## src/rtl/fir2x_unpack.sv

```systemverilog
// ---------------------------------------------------------------------------
// fir2x_unpack
//
// Output stage of the 2x-unrolled 16-tap FIR. Each cycle the filter's output
// pair (y2k, y2k1) is captured when a delayed copy of the input-side valid
// says it is real data. Pairs are buffered in a FIFO and serialised onto a
// single-sample valid/ready stream, even sample first. When the FIFO is full
// and no pop happens, an incoming pair is dropped whole and the sticky
// overflow flag is raised.
//
// Optional feature macro: FIR2X_UNPACK_ROUND_EN
//   defined   : m_data = (sample + 2^(SHIFT-1)) >>> SHIFT, round-half-up
//   undefined : m_data = raw stored sample (SHIFT unused)
//
// Parameters:
//   DATA_W  sample width
//   DEPTH   FIFO depth in pairs (power of two, >= 2)
//   LAT     cycles from in_valid to the matching y2k/y2k1 (>= 1)
//   SHIFT   rounding right-shift amount
//
// Ports:
//   clk       clock, rising edge
//   reset     synchronous active-low reset (0 = in reset)
//   in_valid  filter input pair valid this cycle
//   y2k       filter even output, signed
//   y2k1      filter odd output, signed
//   m_data    serial output sample, signed
//   m_valid   m_data valid
//   m_ready   consumer accepts
//   level     pairs stored, 0..DEPTH
//   overflow  sticky, a valid pair was dropped
//   clr_ovf   clears overflow
// ---------------------------------------------------------------------------
module fir2x_unpack #(
    parameter int DATA_W = 32,
    parameter int DEPTH  = 16,
    parameter int LAT    = 1,
    parameter int SHIFT  = 11
) (
    input  logic                       clk,
    input  logic                       reset,
    input  logic                       in_valid,
    input  logic [DATA_W-1:0]          y2k,
    input  logic [DATA_W-1:0]          y2k1,
    output logic [DATA_W-1:0]          m_data,
    output logic                       m_valid,
    input  logic                       m_ready,
    output logic [$clog2(DEPTH+1)-1:0] level,
    output logic                       overflow,
    input  logic                       clr_ovf
);

    localparam int AW = $clog2(DEPTH);
    localparam int LW = $clog2(DEPTH+1);

    typedef enum logic {
        EVEN = 1'b0,
        ODD  = 1'b1
    } phase_t;

    phase_t            phase;
    phase_t            phase_nxt;
    logic [LAT-1:0]    vdly;
    logic              pvalid;
    logic [DATA_W-1:0] mem_even [DEPTH];
    logic [DATA_W-1:0] mem_odd  [DEPTH];
    logic [AW-1:0]     wptr;
    logic [AW-1:0]     rptr;
    logic              fire;
    logic              pop;
    logic              push;
    logic [DATA_W-1:0] head;

    // Valid delay line: its last stage lines up with y2k/y2k1 from the filter.
    always_ff @(posedge clk) begin
        if (!reset) begin
            vdly <= '0;
        end else begin
            vdly[0] <= in_valid;
            for (int i = 1; i < LAT; i++) begin
                vdly[i] <= vdly[i-1];
            end
        end
    end

    assign pvalid  = vdly[LAT-1];
    assign m_valid = (level != '0);
    assign fire    = m_valid & m_ready;
    // A pair leaves the FIFO only once its odd sample has been accepted.
    assign pop     = fire & (phase == ODD);
    // A full FIFO still accepts a pair when the head is popping this cycle.
    assign push    = pvalid & ((level < LW'(DEPTH)) | pop);

    always_ff @(posedge clk) begin
        if (!reset) begin
            phase <= EVEN;
        end else begin
            phase <= phase_nxt;
        end
    end

    always_comb begin
        phase_nxt = phase;
        head      = mem_even[rptr];
        case (phase)
            EVEN: begin
                if (fire) phase_nxt = ODD;
            end
            ODD: begin
                head = mem_odd[rptr];
                if (fire) phase_nxt = EVEN;
            end
            default: phase_nxt = EVEN;
        endcase
    end

    // Pointers wrap naturally because DEPTH is a power of two.
    always_ff @(posedge clk) begin
        if (!reset) begin
            wptr  <= '0;
            rptr  <= '0;
            level <= '0;
        end else begin
            if (push) wptr <= wptr + 1'b1;
            if (pop)  rptr <= rptr + 1'b1;
            case ({push, pop})
                2'b10:   level <= level + 1'b1;
                2'b01:   level <= level - 1'b1;
                default: level <= level;
            endcase
        end
    end

    // Set wins over clear so a drop in the clearing cycle is never lost.
    always_ff @(posedge clk) begin
        if (!reset) begin
            overflow <= 1'b0;
        end else if (pvalid && !push) begin
            overflow <= 1'b1;
        end else if (clr_ovf) begin
            overflow <= 1'b0;
        end
    end

    // Storage needs no reset; empty entries are masked at the output.
    always_ff @(posedge clk) begin
        if (reset && push) begin
            mem_even[wptr] <= y2k;
            mem_odd[wptr]  <= y2k1;
        end
    end

`ifdef FIR2X_UNPACK_ROUND_EN
    localparam logic signed [DATA_W:0] RND = {{DATA_W{1'b0}}, 1'b1} << (SHIFT-1);

    logic signed [DATA_W:0]   rsum;
    logic signed [DATA_W-1:0] rounded;

    // One extra bit of headroom so the rounding bias can never wrap.
    always_comb begin
        rsum    = $signed({head[DATA_W-1], head}) + RND;
        rounded = DATA_W'(rsum >>> SHIFT);
        m_data  = m_valid ? rounded : '0;
    end
`else
    always_comb begin
        m_data = m_valid ? head : '0;
    end
`endif

endmodule

```

## config.mk

```make
export PLATFORM = sky130hd
export DESIGN_NAME = fir2x_unpack
export DESIGN_NICKNAME = d
export VERILOG_FILES = /design/src/rtl/fir2x_unpack.sv
export SDC_FILE = /design/constraint.sdc
export NUM_CORES = 1
export LEC_CHECK = 0
export CORE_AREA = 10 10 397 245
export DETAILED_ROUTE_END_ITERATION = 16
export DIE_AREA = 0 0 407 255
export PLACE_DENSITY = 0.63
export SLEW_MARGIN = 20
export SYNTH_ARGS = -nofsm -noshare
export SYNTH_HDL_FRONTEND = slang
export SYNTH_SLANG_ARGS = --single-unit
```

## constraint.sdc

```tcl
create_clock -name clk -period 7.5 [get_ports clk]
set_input_delay 1.875 -clock clk [delete_from_list [all_inputs] [get_ports clk]]
set_output_delay 1.875 -clock clk [all_outputs]
set_load 0.05 [all_outputs]
```

==> reports/summary.log, run 1 <==
[run_status] outcome completed
[timing] maximum achievable frequency 0.1609 GHz
[floorplan] Die H 255 um
[synth] top cell type's share of synthesized area 0.7668
[power_and_ir_drop] Max IR drop VDD 205.1 uV
[setup_path] minimum setup slack among reg-to-reg paths 3.20 ns
[synth] synth warn 0
[routing] number of search-and-repair iterations in the first detailed-routing pass 5
[min_path] Hold Crit Endpoint level[4]$_SDFFE_PN0P_
[setup_path] Crit path required time 5.62 ns
[clocking] root buffer selected by CTS clkbuf_16
[synth] top cell type by total area after synthesis edfxtp_1
[synth] per-instance average area after synthesis 23.26 um2
[clocking] post-cts sizing count 0
[power_and_ir_drop] reported net switching power 2.338 mW
[global_route] Overflow after GRT 0
[timing] number of failing setup endpoints in the final timing report 0
[synth] Synth area leaders edfxtp_1 (77%), mux4_2 (14%), mux2_2 (2.1%)
[floorplan] top-level I/O count 108
[global_route] vias in the first global route 19.48k
[clocking] CTS tree yes
[place] # placed instances 3,021
[setup_path] critical path start-end classification flip-flop to output pin
[timing] final period demand of the worst path 6.214 ns
[floorplan] Initial Util 0.4432
[synth] number of distinct standard cells referenced by the synthesized netlist 41
[clocking] post-CTS setup-driven buffer insertion count 0
[layout] Antenna diodes 0
[layout] count of nets after finishing 1,960
[routing] Vias/cell 5.850
[synth] number of nets produced by synthesis 1,802
[floorplan] die footprint 0.1038 mm2
[timing] RSZ-0062 raised after global routing no
[timing] final cycle utilization of the critical path 0.8285
[power_and_ir_drop] sequential cell fraction of total power 0.560
[flow_run] max cap viols 0
[place] dpl hpwl 51.07 mm
[synth] Cells after Synth 1,724
[min_path] instance count along the most critical hold path 2
[synth] post-synth design cell area 0.04010 mm2
[timing] crit path setup slack, layout 1.286 ns
[global_route] number of antenna violations at the first check in global routing 3
[floorplan] CORE AREA 0.09049 mm2
[place] IO Port Bufs 107
[timing] Worst-Margin Slew 1.127 ns
[place] Routability Congestion 0.7602
[min_path] Min-Delay Startpoint level[4]$_SDFFE_PN0P_
[setup_path] endpoint type of the worst setup path output pin
[setup_path] launching element type of the critical path flip-flop
[power_and_ir_drop] Lkg Pwr 13.64 nW
[clocking] clock sinks 1,044
[clocking] clock latency at the later pin of the worst-skew pair 0.67 ns
[global_route] first-pass GRT wire length 136.9 mm
[routing] Routed WL 92.75 mm
[floorplan] DIE WIDTH 407 um
[timing] worst slew margin relative to its limit 0.2466
[timing] Fin Hold WS 0.5758 ns
[setup_path] arrival time of the worst setup path 4.34 ns
[min_path] path class of the lowest-slack min-delay path flip-flop to flip-flop
[routing] wire length per cell 29.13 um
[power_and_ir_drop] Internal Dissipation 9.139 mW
[setup_path] Reg2Reg Launch Point level[2]$_SDFFE_PN0P_
[setup_path] biggest fanout along the worst timing path 24
[synth] sequential fraction of the synthesis area 0.7767
[timing] Sum Neg Setup Slack 0 ns
[routing] DRC violations left 0
[floorplan] standard-cell rows 86
[timing] final clock skew 0.01997 ns
[setup_path] reg2reg end mem_odd[6][15]$_DFFE_PP_
[setup_path] Worst Reg-to-Reg Cells 10
[power_and_ir_drop] Logic pwr share 0.034
[timing] number of endpoints with negative hold slack in the final report 0
[global_route] pin count of the biggest net entering global routing 65
[global_route] total routing usage reported by global routing 0.1804
[clocking] maximum clock path buffer count 3
[synth] FF+latch count, synth 1,044
[place] placement-stage worst setup slack 1.931 ns
[clocking] TritonCTS buffer count 91
[routing] count of antenna-violating nets left after detailed routing 0
[power_and_ir_drop] Power per Cell Area 250.4 mW/mm2
[layout] Area growth syn-to-layout 14.29%
[layout] fraction of layout instances using a drive strength above 1 0.2833
[timing] Slew Limit Fails 0
[power_and_ir_drop] Switching Share 0.2037
[clocking] post-CTS clock slew at the launch and capture registers of the worst setup and hold paths 0.06 ns
[layout] number of non-filler instances in the completed layout 3,184
[clocking] H-tree depth 3
[routing] number of vias in the routed layout 18.63k
[power_and_ir_drop] Clk pwr share 0.405
[routing] drt initial violations 2,074
[clocking] Post-CTS Hold Buffers 0
[how the worst max path moves through the flow]
| stage | startpoint | end | depth (start not counted) |
|---|---|---|---|
| finish | flip-flop | m_data[23] | 6 |
| floorplan | level[2]$_SDFFE_PN0P_ | mem_even[15][0]$_DFFE_PP_ | 10 |
| CTS | flip-flop | m_data[7] | 7 |
| global placement | flip-flop | m_data[7] | 7 |
| global route | flip-flop | m_data[23] | 6 |
| detailed placement | flip-flop | m_data[7] | 7 |
[worst max-delay path: stages, from the launching register on]
cell and delay [ns]:
dfxtp_2 0.63, buf_4 0.45, nor2b_2 0.82, buf_4 0.39, a221oi_2 0.10, a21oi_1 0.37
clkdlybuf4s50_1 0.90
[registers in the layout, summed over array words and instances (netlist names), named ones only]
register,cells
wptr,4
mem_odd,512
mem_even,512
overflow,1
pvalid,1
rptr,4
level,5
phase,1
[layout make-up]
type / instances / area [um2]
Tap cell: 1232 / 1541
Clock inverter: 52 / 520.5
Multi-Input combinational cell: 575 / 8528
Inverter: 6 / 22.52
Sequential cell: 1044 / 31160
Clock buffer: 111 / 2374
Timing Repair Buffer: 164 / 1685
Fill cell: 7000 / 44660
[power by group through the flow]
| stage | clock [mW] | combinational [mW] | sequential, mW |
|---|---|---|---|
| global placement | 0 | 0.389 | 6.56 |
| CTS | 4.76 | 0.400 | 6.43 |
| floorplan | 0 | 0.171 | 6.56 |
| finish | 4.65 | 0.395 | 6.43 |
| global route | 4.97 | 0.420 | 6.43 |
| detailed placement | 0 | 0.399 | 6.56 |
[cell usage after synthesis]
library cell / count
edfxtp_1: 1024
mux4_2: 256
mux2_2: 74
clkbuf_1: 42
nor2_1: 36
o221ai_1: 32
buf_2: 31
a21oi_1: 24
mux2i_1: 24
dfxtp_1: 20
a221oi_2: 14
buf_6: 14
nand2_1: 14
a22oi_1: 11
a31oi_1: 11
and2_1: 11
ha_1: 9
a221oi_1: 8
buf_4: 8
nor3_1: 7
xnor2_1: 7
inv_1: 6
nor2b_1: 6
buf_1: 4
nand2b_1: 4
nand3_1: 4
o21a_1: 3
xor2_1: 3
a21boi_0: 2
nand4_1: 2
o21ai_0: 2
or3_1: 2
a21boi_1: 1
a21o_1: 1
a222oi_1: 1
a32oi_1: 1
and2_0: 1
nor2_2: 1
nor4b_1: 1
o22ai_1: 1
or2_2: 1
[cells by family (layout without fill, tap and decap cells)]
logic type / after synthesis / after routing / synth area share
adders and majority gates: 9 / 9 / 0.002808
muxes: 354 / 354 / 0.1705
buffers and inverters: 105 / 333 / 0.01416
AOI/OAI and AO/OA: 112 / 112 / 0.02293
xor gates and xnor gates: 10 / 10 / 0.002184
and+or+nand+nor: 90 / 90 / 0.01064
DFF: 1044 / 1044 / 0.7767
[stage by stage]
step	power (mW)	instance area, um2	util
CTS	11.59	45840	0.5065
global route	11.82	45840	0.5065
floorplan	6.729	40120	-
finish	11.48	45840	0.5065
detailed placement	6.957	42940	0.4745
global placement	6.946	42930	0.4744
[cell usage in the layout (no fill, tap or decap), drive strengths merged, types with 3 or more instances in the layout]
| master | instances |
|---|---|
| edfxtp | 1024 |
| mux4 | 256 |
| clkbuf | 111 |
| clkdlybuf4s50 | 107 |
| mux2 | 74 |
| buf | 57 |
| nor2 | 37 |
| clkinv | 37 |
| o221ai | 32 |
| a21oi | 24 |
| mux2i | 24 |
| a221oi | 22 |
| dfxtp | 20 |
| nand2 | 14 |
| and2 | 12 |
| a22oi | 11 |
| a31oi | 11 |
| bufinv | 10 |
| ha | 9 |
| inv | 8 |
| xnor2 | 7 |
| nor3 | 7 |
| nor2b | 6 |
| nand3 | 4 |
| nand2b | 4 |
| xor2 | 3 |
| o21a | 3 |
| clkinvlp | 3 |
| a21boi | 3 |
[metal layers]
| layer | share of wire | wire length, um | global-route usage | vias to the layer above |
|---|---|---|---|---|
| met2 | 0.47 | 43590 | 0.2779 | 640 |
| li1 | - | - | - | 7671 |
| met3 | 0.063 | 5808 | 0.03325 | 143 |
| met4 | 0.025 | 2310 | 0.05163 | 6 |
| met1 | 0.44 | 41000 | 0.2631 | 10170 |
| met5 | 0.00042 | 39 | 0 | - |
No activity file was read; power rests on OpenSTA's default activity.
==> run 2: changes to the inputs <==
PLACE_DENSITY = 0.61   (was 0.63)
clock period = 6.5 ns   (was 7.5 ns; I/O delays follow)
==> reports/summary.log, run 2 (synthesized netlist as in run 1, its figures left out) <==
[run_status] outcome completed
[global_route] total routing usage reported by global routing 0.1867 [+0.006366]
[clocking] post-cts sizing count 0 [unchanged]
[layout] number of non-filler instances in the completed layout 3,206 [+0.69%]
[power_and_ir_drop] Logic pwr share 0.034 [about the same]
[layout] top library cells by usage in the layout, fill and taps aside edfxtp_1 (1,024), mux4_2 (256), clkdlybuf4s50_1 (107)
[setup_path] cell class contributing the biggest share of worst-path delay buffers and inverters
[setup_path] biggest fanout along the worst timing path 36 [+50%]
[routing] number of search-and-repair iterations in the first detailed-routing pass 5 [unchanged]
[setup_path] Crit path top cell by count buf_4
[power_and_ir_drop] Power, Total 13.42 mW [+17%]
[floorplan] Initial Util 0.4432 [unchanged]
[clocking] clock sinks 1,044 [unchanged]
[routing] count of antenna-violating nets left after detailed routing 0 [unchanged]
[floorplan] Die H 255 um [unchanged]
[setup_path] Crit path required time 4.88 ns [-0.74 ns]
[place] placement-stage worst setup slack 1.305 ns [-0.6261 ns]
[timing] RSZ-0062 raised after global routing no
[clocking] root buffer selected by CTS clkbuf_16
[timing] maximum achievable frequency 0.1702 GHz
[floorplan] die footprint 0.1038 mm2 [unchanged]
[timing] Worst-Margin Slew 1.051 ns [-0.07644 ns]
[setup_path] endpoint type of the worst setup path output pin
[setup_path] minimum setup slack among reg-to-reg paths 2.08 ns [-1.12 ns]
[layout] Area growth syn-to-layout 15.35%
[setup_path] cells along the critical path buf_12, buf_4, buf_4, mux4_2, mux2i_1, nor2_1, a221oi_2, a21oi_1, clkdlybuf4s50_1
[power_and_ir_drop] Switching Share 0.2034 [-0.0002495]
[setup_path] critical path start-end classification flip-flop to output pin
[clocking] post-CTS setup-driven buffer insertion count 0 [unchanged]
[clocking] H-tree depth 3 [unchanged]
[power_and_ir_drop] sequential cell fraction of total power 0.554 [-0.006]
[timing] final period demand of the worst path 5.877 ns
[power_and_ir_drop] Internal Dissipation 10.69 mW [+17%]
[routing] number of vias in the routed layout 18.81k [+1.0%]
[clocking] maximum clock path buffer count 3 [unchanged]
[timing] worst slew margin relative to its limit 0.2979 [+0.05126]
[global_route] vias in the first global route 19.44k [-0.21%]
[routing] wire length per cell 29.88 um [+2.6%]
[layout] area occupied by multi-input gates 0.008533 mm2 [about the same]
[min_path] Min-Delay Startpoint pvalid$_SDFF_PN0_
[setup_path] number of buffers and inverters on the critical path 4 [+1]
[timing] number of failing setup endpoints in the final timing report 0 [unchanged]
[setup_path] critical-path cell with the highest stage delay clkdlybuf4s50_1
[power_and_ir_drop] Max IR drop VDD 191.5 uV [-6.6%]
[place] Routability Congestion 0.7272 [-4.3%]
[global_route] pin count of the biggest net entering global routing 65 [unchanged]
[timing] Fin Hold WS 0.5555 ns [-0.02036 ns]
[clocking] Post-CTS Hold Buffers 0 [unchanged]
[global_route] Overflow after GRT 0 [unchanged]
[flow_run] max cap viols 0 [unchanged]
[layout] fin area 0.04626 mm2 [+0.92%]
[timing] final cycle utilization of the critical path 0.9041
[layout] fraction of layout instances using a drive strength above 1 0.2861 [+0.002850]
[routing] drt initial violations 2,167 [+4.5%]
[place] # placed instances 3,031 [+0.33%]
[timing] Slew Limit Fails 0 [unchanged]
[clocking] CTS tree yes
[clocking] post-CTS clock slew at the launch and capture registers of the worst setup and hold paths 0.07 ns [about the same]
[clocking] TritonCTS buffer count 93 [+2.2%]
[setup_path] arrival time of the worst setup path 4.25 ns [-0.09 ns]
[place] total cell area at the placement stage 0.04322 mm2 [+0.66%]
[timing] Sum Neg Setup Slack 0 ns [unchanged]
[power_and_ir_drop] reported net switching power 2.730 mW [+17%]
[setup_path] Slowest Stage Delay on Critical Path 0.75 ns [-0.15 ns]
[floorplan] top-level I/O count 108 [unchanged]
[clocking] clock latency at the later pin of the worst-skew pair 0.69 ns [+0.02 ns]
[routing] Vias/cell 5.868 [+0.31%]
[place] IO Port Bufs 107 [unchanged]
[routing] Routed WL 95.79 mm [+3.3%]
[global_route] first-pass GRT wire length 140.0 mm [+2.2%]
[layout] footprint of the flip-flops and latches 0.03116 mm2 [unchanged]
[layout] filler cell count in the final layout 7,017 [+0.24%]
[floorplan] standard-cell rows 86 [unchanged]
[min_path] path class of the lowest-slack min-delay path flip-flop to flip-flop
[routing] DRC violations left 0 [unchanged]
[power_and_ir_drop] Power per Cell Area 290.0 mW/mm2 [+16%]
[timing] final clock skew 0.02975 ns [+0.009774 ns]
[layout] final standard cell utilization of the core 0.5112 [+0.004674]
[global_route] number of antenna violations at the first check in global routing 6 [+3]
[power_and_ir_drop] Clk pwr share 0.413 [+0.008]
[place] dpl hpwl 50.87 mm [-0.38%]
[layout] largest registers in the final layout mem_even x512, mem_odd x512, level x5
[floorplan] DIE WIDTH 407 um [unchanged]
[setup_path] Reg2Reg Launch Point level[2]$_SDFFE_PN0P_
[timing] number of endpoints with negative hold slack in the final report 0 [unchanged]
[layout] count of nets after finishing 1,972 [+0.61%]
[setup_path] launching element type of the critical path flip-flop
[timing] crit path setup slack, layout 0.6231 ns [-0.6630 ns]
[floorplan] CORE AREA 0.09049 mm2 [unchanged]
[layout] most frequent standard cell in the layout excluding fill and tap cells edfxtp_1
[power_and_ir_drop] Lkg Pwr 13.80 nW [+1.2%]
[run 2: cell types whose count changed in the layout (fill, tap and decap cells not counted), moves of 2 or more]
cell       previous run  this run
clkbuf_1             19        25
clkbuf_16            92        97
buf_4                40        36
inv_6                 1         3
buf_6                 3         0
clkinv_2             17        14
buf_12               14        31
clkinv_1             18        20
diode_2               0         3
[run 2: layout make-up]
class	count	area share
diodes	3	0.0001623
clock buffers	122	0.05450
clock inverters	50	0.01095
inverters	6	0.0004869
multi-input cells	575	0.1845
flip-flops and latches	1044	0.6737
well taps	1232	0.03332
repair buffers	174	0.04241
[run 2: power by group through the flow]
stage	clock network (mW)	registers, mW	logic, mW
6_report	5.53	7.43	0.456
5_1_grt	5.91	7.42	0.484
3_3_place_gp	0	7.57	0.448
3_5_place_dp	0	7.57	0.459
2_1_floorplan	0	7.57	0.197
4_1_cts	5.65	7.43	0.460
[run 2: path summary, 6_finish.rpt]
kind | endpoint | cells past startpoint
setup / recovery | m_data[24] | 9
hold / removal | overflow$_SDFFE_PN0P_ | 2
setup reg to reg | mem_even[6][15]$_DFFE_PP_ | 9
hold reg to reg | overflow$_SDFFE_PN0P_ | 2
[run 2: per-layer routing]
layer / vias to the layer above / share of wire / GRT usage
met3: 143 / 0.072 / 0.03668
met1: 10200 / 0.44 / 0.2732
met4: 6 / 0.020 / 0.04834
met5: - / 0.00029 / 0
li1: 7734 / - / -
met2: 727 / 0.47 / 0.2874
[run 2: tightest hold or removal path, stage by stage, from the launching register on]
cell	delay [ns]
dfxtp_1	0.32
a32oi_1	0.10
nor2b_1	0.10
